**src/rtl/clk_switch_ctrl_pkg.sv**
```systemverilog
// clk_switch_pkg: shared types and constants for the CPU clock switch controller.
//   state_t          - controller FSM states
//   BBC_REGION_BASE  - first cpu_adr_hi value routed to the BBC bus
//   HS_DIV_DEFAULT   - default hsclk cycles per high-speed CPU clock phase
package clk_switch_pkg;

   localparam int HS_DIV_DEFAULT = 2;
   localparam logic [7:0] BBC_REGION_BASE = 8'h80;

   typedef enum logic [2:0] {
      HS_LO,
      HS_HI,
      BBC_WAIT_LO,
      BBC_WAIT_HI,
      BBC_HI
   } state_t;

   function automatic logic is_bbc_state(input state_t s);
      return s inside {BBC_WAIT_LO, BBC_WAIT_HI, BBC_HI};
   endfunction

   // A cycle goes to the BBC bus when high speed is off, or when it is a real
   // bus access into the upper half of the address map.
   function automatic logic bbc_target(input logic hs_en, input logic valid, input logic [7:0] adr_hi);
      return !hs_en || (valid && adr_hi >= BBC_REGION_BASE);
   endfunction

endpackage

```
**src/rtl/clk_switch_ctrl_if.sv**
```systemverilog
// clk_switch_ctrl_if: CPU-side bus of the clock switch controller.
//   cpu_adr_hi, cpu_vda, cpu_vpa - address high byte and valid strobes from the CPU
//   cpu_phi2                     - CPU clock produced by the controller
//   bbc_cycle, ram_sel           - per-cycle routing flags produced by the controller
interface clk_switch_ctrl_if;

   logic [7:0] cpu_adr_hi;
   logic       cpu_vda;
   logic       cpu_vpa;
   logic       cpu_phi2;
   logic       bbc_cycle;
   logic       ram_sel;

   modport master (
      output cpu_adr_hi, cpu_vda, cpu_vpa,
      input  cpu_phi2, bbc_cycle, ram_sel
   );

   modport slave (
      input  cpu_adr_hi, cpu_vda, cpu_vpa,
      output cpu_phi2, bbc_cycle, ram_sel
   );

endinterface

```
**src/rtl/clk_switch_ctrl_sync_bit.sv**
```systemverilog
// sync_bit: multi-flop synchroniser for a single asynchronous bit.
//   clk    - destination clock
//   resetb - synchronous active-low reset, clears every stage
//   d      - asynchronous input
//   q      - synchronised output (last stage)
module sync_bit #(
   parameter int STAGES = 2
) (
   input  logic clk,
   input  logic resetb,
   input  logic d,
   output logic q
);

   logic [STAGES-1:0] sr;

   always_ff @(posedge clk)
      if (!resetb) sr <= '0;
      else         sr <= (sr << 1) | STAGES'(d);

   assign q = sr[STAGES-1];

endmodule

```
**src/rtl/clk_switch_ctrl.sv**
```systemverilog
// clk_switch_ctrl: generates the CPU clock, running fast cycles from hsclk and
// stretching BBC-bus cycles so their high phase is locked to bbc_phi0.
//   hsclk      - single clock, all state changes on its rising edge
//   resetb     - synchronous active-low reset
//   bbc_phi0   - BBC 2 MHz phase-0 clock, asynchronous to hsclk
//   cfg_hs_en  - high-speed enable; 0 forces every cycle onto the BBC bus
//   bus        - CPU address/strobes in, cpu_phi2/bbc_cycle/ram_sel out
module clk_switch_ctrl
   import clk_switch_pkg::*;
#(
   parameter int HS_DIV      = HS_DIV_DEFAULT,
   parameter int SYNC_STAGES = 2
) (
   input  logic               hsclk,
   input  logic               resetb,
   input  logic               bbc_phi0,
   input  logic               cfg_hs_en,
   clk_switch_ctrl_if.slave   bus
);

   localparam int CW = $clog2(HS_DIV + 1);
   localparam int SW = $clog2(SYNC_STAGES + 1);
   localparam logic [CW-1:0] CNT_LAST = CW'(HS_DIV - 1);

   state_t        state, nxt;
   logic [CW-1:0] cnt, cnt_nxt;
   logic [SW-1:0] settle;
   logic          phi0_s, settled, valid, last;
   logic          phi2, phi2_nxt, ram, ram_nxt;

   sync_bit #(.STAGES(SYNC_STAGES)) u_sync (
      .clk    (hsclk),
      .resetb (resetb),
      .d      (bbc_phi0),
      .q      (phi0_s)
   );

   assign valid   = bus.cpu_vda | bus.cpu_vpa;
   assign last    = cnt == CNT_LAST;
   // The synchroniser flops come out of reset as 0; until they have refilled,
   // a low phi0_s may be stale and must not be taken as the start of phi0 low,
   // otherwise the first high phase after reset could be joined part-way.
   assign settled = settle == SW'(SYNC_STAGES);

   always_comb begin
      nxt     = state;
      cnt_nxt = '0;
      case (state)
         HS_LO:       if (last) nxt = bbc_target(cfg_hs_en, valid, bus.cpu_adr_hi) ? BBC_WAIT_LO : HS_HI;
                      else      cnt_nxt = cnt + 1'b1;
         HS_HI:       if (last) nxt = HS_LO;
                      else      cnt_nxt = cnt + 1'b1;
         // Waiting for phi0 low first guarantees the rise we lock to is a fresh one.
         BBC_WAIT_LO: if (settled && !phi0_s) nxt = BBC_WAIT_HI;
         BBC_WAIT_HI: if (phi0_s) nxt = BBC_HI;
         BBC_HI:      if (!phi0_s) nxt = HS_LO;
         default:     nxt = BBC_WAIT_LO;
      endcase
      phi2_nxt = nxt inside {HS_HI, BBC_HI};
      // ram_sel is captured on the decision edge and held for the whole high phase.
      ram_nxt  = (nxt == HS_HI) && ((state == HS_LO) ? valid : ram);
   end

   always_ff @(posedge hsclk)
      if (!resetb) begin
         state  <= BBC_WAIT_LO;
         cnt    <= '0;
         phi2   <= 1'b0;
         ram    <= 1'b0;
         settle <= '0;
      end else begin
         state  <= nxt;
         cnt    <= cnt_nxt;
         phi2   <= phi2_nxt;
         ram    <= ram_nxt;
         if (!settled) settle <= settle + 1'b1;
      end

   assign bus.cpu_phi2  = phi2;
   assign bus.ram_sel   = ram;
   assign bus.bbc_cycle = is_bbc_state(state);

endmodule

```
**src/flat_wrapper.sv**
```systemverilog
// flat-port wrapper written by rule: the top's interface ports become plain ports
module clk_switch_ctrl_flat import clk_switch_pkg::*;
#(
   parameter int HS_DIV      = HS_DIV_DEFAULT,
   parameter int SYNC_STAGES = 2
)
  (hsclk, resetb, bbc_phi0, cfg_hs_en, bus_cpu_adr_hi, bus_cpu_vda, bus_cpu_vpa, bus_cpu_phi2, bus_bbc_cycle, bus_ram_sel);
  clk_switch_ctrl_if bus_i ();
  input  logic hsclk;
  input  logic resetb;
  input  logic bbc_phi0;
  input  logic cfg_hs_en;
  input wire logic [$bits(bus_i.cpu_adr_hi)-1:0] bus_cpu_adr_hi;
  input wire logic [$bits(bus_i.cpu_vda)-1:0] bus_cpu_vda;
  input wire logic [$bits(bus_i.cpu_vpa)-1:0] bus_cpu_vpa;
  output wire logic [$bits(bus_i.cpu_phi2)-1:0] bus_cpu_phi2;
  output wire logic [$bits(bus_i.bbc_cycle)-1:0] bus_bbc_cycle;
  output wire logic [$bits(bus_i.ram_sel)-1:0] bus_ram_sel;
  assign bus_i.cpu_adr_hi = bus_cpu_adr_hi;
  assign bus_i.cpu_vda = bus_cpu_vda;
  assign bus_i.cpu_vpa = bus_cpu_vpa;
  assign bus_cpu_phi2 = bus_i.cpu_phi2;
  assign bus_bbc_cycle = bus_i.bbc_cycle;
  assign bus_ram_sel = bus_i.ram_sel;
  clk_switch_ctrl #(.HS_DIV(HS_DIV), .SYNC_STAGES(SYNC_STAGES)) u_core (.hsclk(hsclk), .resetb(resetb), .bbc_phi0(bbc_phi0), .cfg_hs_en(cfg_hs_en), .bus(bus_i));
endmodule
```
**config.mk**
```make
export PLATFORM = sky130hd
export DESIGN_NAME = clk_switch_ctrl_flat
export DESIGN_NICKNAME = d
export VERILOG_FILES = /design/src/rtl/clk_switch_ctrl_pkg.sv /design/src/rtl/clk_switch_ctrl_if.sv /design/src/rtl/clk_switch_ctrl_sync_bit.sv /design/src/rtl/clk_switch_ctrl.sv /design/src/flat_wrapper.sv
export SDC_FILE = /design/constraint.sdc
export NUM_CORES = 1
export LEC_CHECK = 0
export BUFFER_PORTS_ARGS = -buffer_cell sky130_fd_sc_hd__buf_2
export CAP_MARGIN = 10
export CORE_AREA = 10 10 47 49
export DETAILED_ROUTE_END_ITERATION = 8
export DIE_AREA = 0 0 57 59
export GPL_ROUTABILITY_DRIVEN = 0
export SLEW_MARGIN = 0
export SYNTH_ARGS = -nofsm -noshare
export SYNTH_HDL_FRONTEND = slang
export SYNTH_SLANG_ARGS = --single-unit
export TNS_END_PERCENT = 10
```
**constraint.sdc**
```tcl
create_clock -name hsclk -period 3.2 [get_ports hsclk]
set_input_delay 0.32 -clock hsclk [delete_from_list [all_inputs] [get_ports hsclk]]
set_output_delay 0.32 -clock hsclk [all_outputs]
set_load 0.01 [all_outputs]
```
* After elaboration in Yosys (flattened, before gate mapping) *
Index checks and enable logic that the tools add are counted.
Widths: inputs -> output; s select.

word-level totals
  register bits = 11
  output and inout bits = 3
  logic and storage cells = 40
  input port bits = 14

operators by class
  muxes and demuxes = 8
  $add $sub $neg = 2
  equality and inequality tests = 8
  bitwise operators = 4
  reductions and logical operators = 11
  $lt $le $gt $ge = 1

operators by type and width
  operator             number
  $mux 3               5
  $pmux 3 s5           1
  $ge 8x8->1 const B   1
  $eq 3x1->1 const B   2
  $eq 3x2->1 const B   2
  $eq 3x3->1 const B   2
  $add 2x1->2 const B  2
  $logic_and 1x1->1    3
  $logic_not 3->1      1
  $reduce_bool 3->1    1
  $reduce_or 3->1      1
  $eq 2x1->1 const B   1
  $eq 2x2->1 const B   1
  $logic_not 1->1      2
  $mux 2               1
  $not 1->1            2
  $or 2x1->2           1
  $reduce_bool 2->1    1
  $reduce_or 2->1      1
  $logic_or 1x1->1     1
  $mux 1               1
  $or 1x1->1           1

* Longest topological paths before layout *
Gate-level depths: netlist (run 1).

  word-level depth = 8
  mapped depth = 5
  gate-level depth less buffers = 5

* Modules after synthesis *
A second synthesis (run 1) with hierarchy kept.

unflattened totals
  cells, all modules = 50
  area total of the unflattened synthesis = 457.9 um2

by module, submodules not included
  module           area each (um2)  cells an instance  instances  sequential area each (um2)
  clk_switch_ctrl  405.4            46                 1          180.2
  sync_bit         52.6             4                  1          40.0

* Worst setup path before layout (run 1) *
No wires, ideal clock.

  kind = register to register
  from = register u_core.cnt[0]
  to = register u_core.state[0]
  path slack = 1.939 ns
  library setup time = 0.103 ns
  arrival = 1.158 ns
  stages on the path, launching flop included = 5
  buffers on the path = 0
  cells stage by stage = dfxtp_1 > ha_1 > nor2b_1 > a31oi_1 > a2111oi_2

between the ends
  word-level cells in the longest chain between the ends = 3

ends and longest elaborated chain
  item                              RTL line                                      source
  start, declared                   clk_switch_ctrl.sv:26                         logic [CW-1:0] cnt, cnt_nxt;
  start signal, assigned            clk_switch_ctrl.sv:73                         cnt <= cnt_nxt;
  $eq 2x1->1 (*)                    clk_switch_ctrl.sv:39                         assign last = cnt == CNT_LAST;
  $mux 3, on equally long branches  clk_switch_ctrl.sv:51, clk_switch_ctrl.sv:49
  $pmux 3 s5 (*)                    clk_switch_ctrl.sv:48                         case (state)
  end signal, assigned              clk_switch_ctrl.sv:72                         state <= nxt;
  end, declared                     clk_switch_ctrl.sv:25                         state_t state, nxt;

Mark *: on every way between the ends. The rest lies on a longest branch, timed or not.
A chain may end at the register's enable or synchronous reset.

* Worst setup path in the final report (run 1) *
  from = register u_core.state[2]
  to = output bus_bbc_cycle

between the ends
  word-level cells in the longest chain between the ends = 2

ends and longest elaborated chain
  item                                      RTL line                   source
  $eq 3x2->1 or $eq 3x3->1 (tied branches)  clk_switch_ctrl_pkg.sv:19  return s inside {BBC_WAIT_LO, BBC_WAIT_HI, BBC_HI};
  $reduce_bool 3->1 (*)                     clk_switch_ctrl_pkg.sv:19
  end, declared                             flat_wrapper.sv:17         output wire logic [$bits(bus_i.bbc_cycle)-1:0] bus_bbc_cycle;

Marked as above.

==> results of run 1 <==
[path summary, 6_finish.rpt]
kind	end	slack [ns]	startpoint	depth (start not counted)
worst max-delay path	bus_bbc_cycle	1.49	u_core.state[2]$_SDFF_PN0_	3
worst min-delay path	u_core.u_sync.sr[0]$_SDFF_PN0_	0.26	bbc_phi0	2
worst max register to register	u_core.state[0]$_SDFF_PN0_	1.78	u_core.cnt[0]$_SDFF_PP0_	4
worst min register to register	u_core.cnt[0]$_SDFF_PP0_	0.43	u_core.cnt[0]$_SDFF_PP0_	1
[per-stage QoR]
step | hold slack [ns] | setup WS [ns] | area [um^2] | power (mW) | utilization
floorplan | 0.4008 | 1.939 | 473.0 | 0.2401 | -
global placement | 0.4160 | 1.761 | 538.0 | 0.2563 | 0.3839
detailed placement | 0.4206 | 1.761 | 538.0 | 0.2609 | 0.3839
CTS | 0.2566 | 1.514 | 564.3 | 0.3555 | 0.4027
global route | 0.2727 | 1.451 | 564.3 | 0.3788 | 0.4027
finish | 0.2608 | 1.490 | 564.3 | 0.3501 | 0.4027
[per-layer routing]
layer  track usage  wire length [um]  up-vias
met4       0.03020                24        0
li1              -                 -      201
met1       0.05904               413      168
met2       0.07907               354       12
met5             0                 0        -
met3       0.04292                85        4
[Yosys cell counts]
library cell / number
a2111oi_2: 2
a21oi_1: 1
a21oi_2: 1
a31oi_1: 1
and2_1: 2
and2b_1: 1
and3_1: 1
dfxtp_1: 11
ha_1: 2
inv_1: 4
nand2_1: 5
nand3b_1: 1
nor2_1: 6
nor2b_1: 1
nor3_1: 2
nor3_2: 1
o2111ai_1: 1
o21a_1: 1
o21ai_0: 2
o21bai_2: 1
or3_1: 1
or3b_1: 1
xor2_1: 1
[area by class of cell]
class / count / area share
Multi-Input combinational cell: 35 / 0.4213
Sequential cell: 11 / 0.3902
Timing Repair Buffer: 9 / 0.07982
Clock buffer: 4 / 0.04656
Tap cell: 16 / 0.03548
Inverter: 4 / 0.02661
[flip-flops by register name, summed over array words and instances, names as in the netlist]
name	count
u_core.state	3
u_core.cnt	2
u_core.settle	2
u_core.u_sync.sr	2
u_core.bus.cpu_phi2	1
u_core.bus.ram_sel	1
[report_power, final]
group | internal [mW] | total (mW) | switching, mW
sequential | 0.156 | 0.172 | 0.0161
combinational | 0.0401 | 0.0837 | 0.0435
clock | 0.0483 | 0.0945 | 0.0462
total | 0.244 | 0.350 | 0.106
[critical path: stages (launching register included)]
cell and delay [ns]:
dfxtp_1 0.46, or3b_1 0.41, o21ai_0 0.09, buf_2 0.16
[cells by family after synthesis]
logic type / after synthesis
simple gates: 22
flops: 11
compound gates: 10
buf+inv: 4
fa+ha+maj: 2
xor+xnor: 1
==> flow_metrics.tcl, run 1 <==
set metrics [dict create \
    first_iter_violations 12 \
    hold_path.class "in -> reg" \
    postCtsHoldBufs 0 \
    clock_sinks 11 \
    postCtsSetupBuffers 0 \
    power_density_nw_per_um2 620.4 \
    grt_pass1_wl_um 1476 \
    ys_seq_elements 11 \
    track_usage 0.05604 \
    synth_compound_gate_area_share 0.1852 \
    synth_xor_xnor_area_share 0.01852 \
    period_share 0.5345 \
    drive_gt1_frac 0.2698 \
    overflow 0 \
    multi_input_area_um2 237.7 \
    totalWireLength_um 878 \
    cts_made_buffers 3 \
    portBuffers 9 \
    cts_buffer_depth 2 \
    hold_violations 0 \
    die_area_um2 3363 \
    synth_top_family_by_area "simple AND/OR/NAND/NOR gates" \
    worstMarginPinSlew_ns 0.4691 \
    ys_types 23 \
    synthMuxAreaShare 0 \
    synth_cells 50 \
    rsz0062_at_grt "no" \
    cp_max_fo 7 \
    drtAntennaViolNets 0 \
    path_clk_slew_ns 0.07 \
    cp.required_ns 2.88 \
    setup_tns_ns 0 \
    avgSynthCellArea_um2 9.459 \
    die_width_um 57 \
    n_antenna_cell 0 \
    grt_max_degree 9 \
    ff_latch_area_um2 220.2 \
    cts_resized 0 \
    outcome "finished clean" \
    relSlewSlack 0.6858 \
    p_leak_nw 0.2496 \
    ys_seq_area_frac 0.4656 \
    slew_violations 0 \
    yosys.area_share.adder 0.05291 \
    critPathKind "reg -> out" \
    root_buffer "clkbuf_4" \
    post_drt_wl_per_cell_um 11.11 \
    fin_crit_ns 1.710 \
    nets 80 \
    yosysWarnings 0 \
    max_cap_viol_count 0 \
    dp_cells 75 \
    worst_setup_path_end_kind "primary output" \
    cp.arrival_ns 1.39 \
    vdd.ir_drop.worst_uv 356.8 \
    crit_path_start_kind "flip-flop" \
    most-common-layout-cells "dfxtp_1, buf_2, nor2_1" \
    synthSimpleGateAreaFrac 0.2460 \
    setup_viol 0 \
    start_util 0.3375 \
    io_pins 17 \
    area_growth_pct 19.31 \
    drc_errors 0 \
    dp.final_hpwl_um 683.6 \
    stdcell_count 79 \
    vias 385 \
    grt_pass1_vias 365 \
    fin_skew_ns 0.004302 \
    final_common_cell "dfxtp_1" \
    antenna_found_initial 0 \
    cts_tree "built" \
    routed_via_density 4.873 \
    ys_top_cells_by_area "dfxtp_1, a2111oi_2, ha_1" \
    synth_area_leader_cell "dfxtp_1" \
    max_freq_mhz 584.7 \
    fillers 159 \
    clkLatencyLatePin_ns 0.27 \
    first_pass_iters 3 \
    core_um2 1401 \
    rows 14 \
    htreeDepth 1 \
    netlist.area_leader.share 0.4656 \
    netlist_area_um2 473.0 \
    synth_fp_nets 66 \
    die_h_um 59 \
]
Power figures use the tool's default switching activity.
==> run 2, diff against run 1 <==
Clock period 3.2 ns to 1.4 ns, I/O delays scaled along.
==> flow_metrics.tcl, run 2 (same netlist as run 1, synthesis figures left out) <==
set metrics [dict create \
    period_share 0.9653 \
    htreeDepth 1 \
    swShare 0.3024 \
    fin_crit_ns 1.351 \
    vias 410 \
    outcome "finished clean" \
    nets 84 \
    relSlewSlack 0.8086 \
    worstMarginPinSlew_ns 0.2866 \
    path_clk_slew_ns 0.07 \
    die_width_um 57 \
    largest_reg_flops 3 \
    first_iter_violations 4 \
    p_leak_nw 0.2700 \
    whs_ns 0.08744 \
    hold_path.class "in -> reg" \
    cts_made_buffers 3 \
    post_drt_wl_per_cell_um 12.35 \
    final_common_cell "buf_2" \
    clkLatencyLatePin_ns 0.26 \
    r2r_end "u_core.state[0]$_SDFF_PN0_" \
    n_antenna_cell 0 \
    cp.arrival_ns 1.21 \
    rr_startpoint "u_core.cnt[1]$_SDFF_PP0_" \
    first_pass_iters 2 \
    cts_buffer_depth 2 \
    overflow 0 \
    min_path_cells 2 \
    cp-startpoint "u_core.state[0]$_SDFF_PN0_" \
    start_util 0.3375 \
    comb_power_share 0.301 \
    use_met3 0.03863 \
    r2r_setup_slack_ns 0.05 \
    crit_path_end "bus_bbc_cycle" \
    cts_tree "built" \
    antenna_found_initial 0 \
    grt_pass1_wl_um 1573 \
    max_cap_viol_count 0 \
    cp.required_ns 1.26 \
    worstHoldStart "bbc_phi0" \
    seqPwrFrac 0.450 \
    fillers 147 \
    power_density_nw_per_um2 1318 \
    slew_violations 0 \
    power.share.clock 0.248 \
    drc_errors 0 \
    crit_path_start_kind "flip-flop" \
    critPathKind "reg -> out" \
    root_buffer "clkbuf_4" \
    drtAntennaViolNets 0 \
    clock_sinks 11 \
    portBuffers 9 \
    postCtsHoldBufs 0 \
    track_usage 0.05995 \
    most-common-layout-cells "buf_2, dfxtp_1, nor2_1" \
    area_growth_pct 36.24 \
    die_area_um2 3363 \
    worst_setup_path_end_kind "primary output" \
    grt_max_degree 8 \
    vdd.ir_drop.worst_uv 544.2 \
    die_h_um 59 \
    routed_via_density 4.940 \
    cp_max_fo 2 \
    fin_skew_ns 0.0008027 \
    totalWireLength_um 1025 \
    top_register "u_core.state" \
    rows 14 \
    met1_usage 0.05904 \
    io_pins 17 \
    busiest_layer "met2" \
    setup_viol 0 \
    core_um2 1401 \
    p_switching_uw 256.9 \
    grt_pass1_vias 360 \
    drive_gt1_frac 0.4179 \
    met2_usage 0.09612 \
    final_util 0.4598 \
    max_freq_mhz 739.9 \
    worstRegToRegCells 6 \
    p_int_uw 592.7 \
    dp.final_hpwl_um 726.1 \
    hold_violations 0 \
]
[run 2: cell type report]
cell class	instances	area [um^2]	share of cell area
repair buffers	13	75.07	0.1165
inverters	4	15.01	0.02330
clock buffers	4	26.28	0.04078
multi-input cells	35	275.3	0.4272
well taps	16	20.02	0.03107
flip-flops and latches	11	232.7	0.3612
[run 2: stage by stage]
step                      setup slack (ns)  power (mW)  area [um^2]  setup TNS, ns  instances
final                              0.04852      0.8496        644.4              0         83
after global routing             -0.003592      0.9238        644.4      -0.004737         83
after CTS                         -0.01307      0.8378        600.6       -0.01307         82
after detailed placement          -0.01511      0.6004        545.5       -0.01511         76
after global placement          0.00007838      0.5967        545.5              0         76
after floorplan                     0.1387      0.5487        473.0              0         50
[run 2: metal layers]
layer / vias to the layer above / wire length (um) / part of all wire
li1: 213 / - / -
met1: 186 / 474 / 0.46
met2: 11 / 456 / 0.44
met3: 0 / 94 / 0.092
met4: 0 / 0 / 0
met5: - / 0 / 0
[run 2: timing repair]
action	in CTS	in global routing
setup endpoints to repair	2	3
setup buffers	2	1
gates resized for setup	7	7
[run 2: power groups by stage]
| stage | logic (mW) | clock network, mW | registers (mW) |
|---|---|---|---|
| CTS | 0.229 | 0.226 | 0.384 |
| global route | 0.296 | 0.242 | 0.386 |
| global placement | 0.196 | 0 | 0.401 |
| floorplan | 0.156 | 0 | 0.393 |
| finish | 0.256 | 0.211 | 0.383 |
| detailed placement | 0.199 | 0 | 0.401 |
[run 2: worst min-delay path by stage]
stage / end / slack (ns)
after floorplan: u_core.state[1]$_SDFF_PN1_ / 0.22
after global placement: u_core.u_sync.sr[0]$_SDFF_PN0_ / 0.35
after detailed placement: u_core.u_sync.sr[0]$_SDFF_PN0_ / 0.35
after CTS: u_core.u_sync.sr[0]$_SDFF_PN0_ / 0.07
after global routing: u_core.u_sync.sr[0]$_SDFF_PN0_ / 0.07
final: u_core.u_sync.sr[0]$_SDFF_PN0_ / 0.09
[run 2: worst max-delay path: stages (launching register included)]
cell,delay [ns]
dfxtp_4,0.35
or3b_4,0.40
o21ai_2,0.06
buf_2,0.14
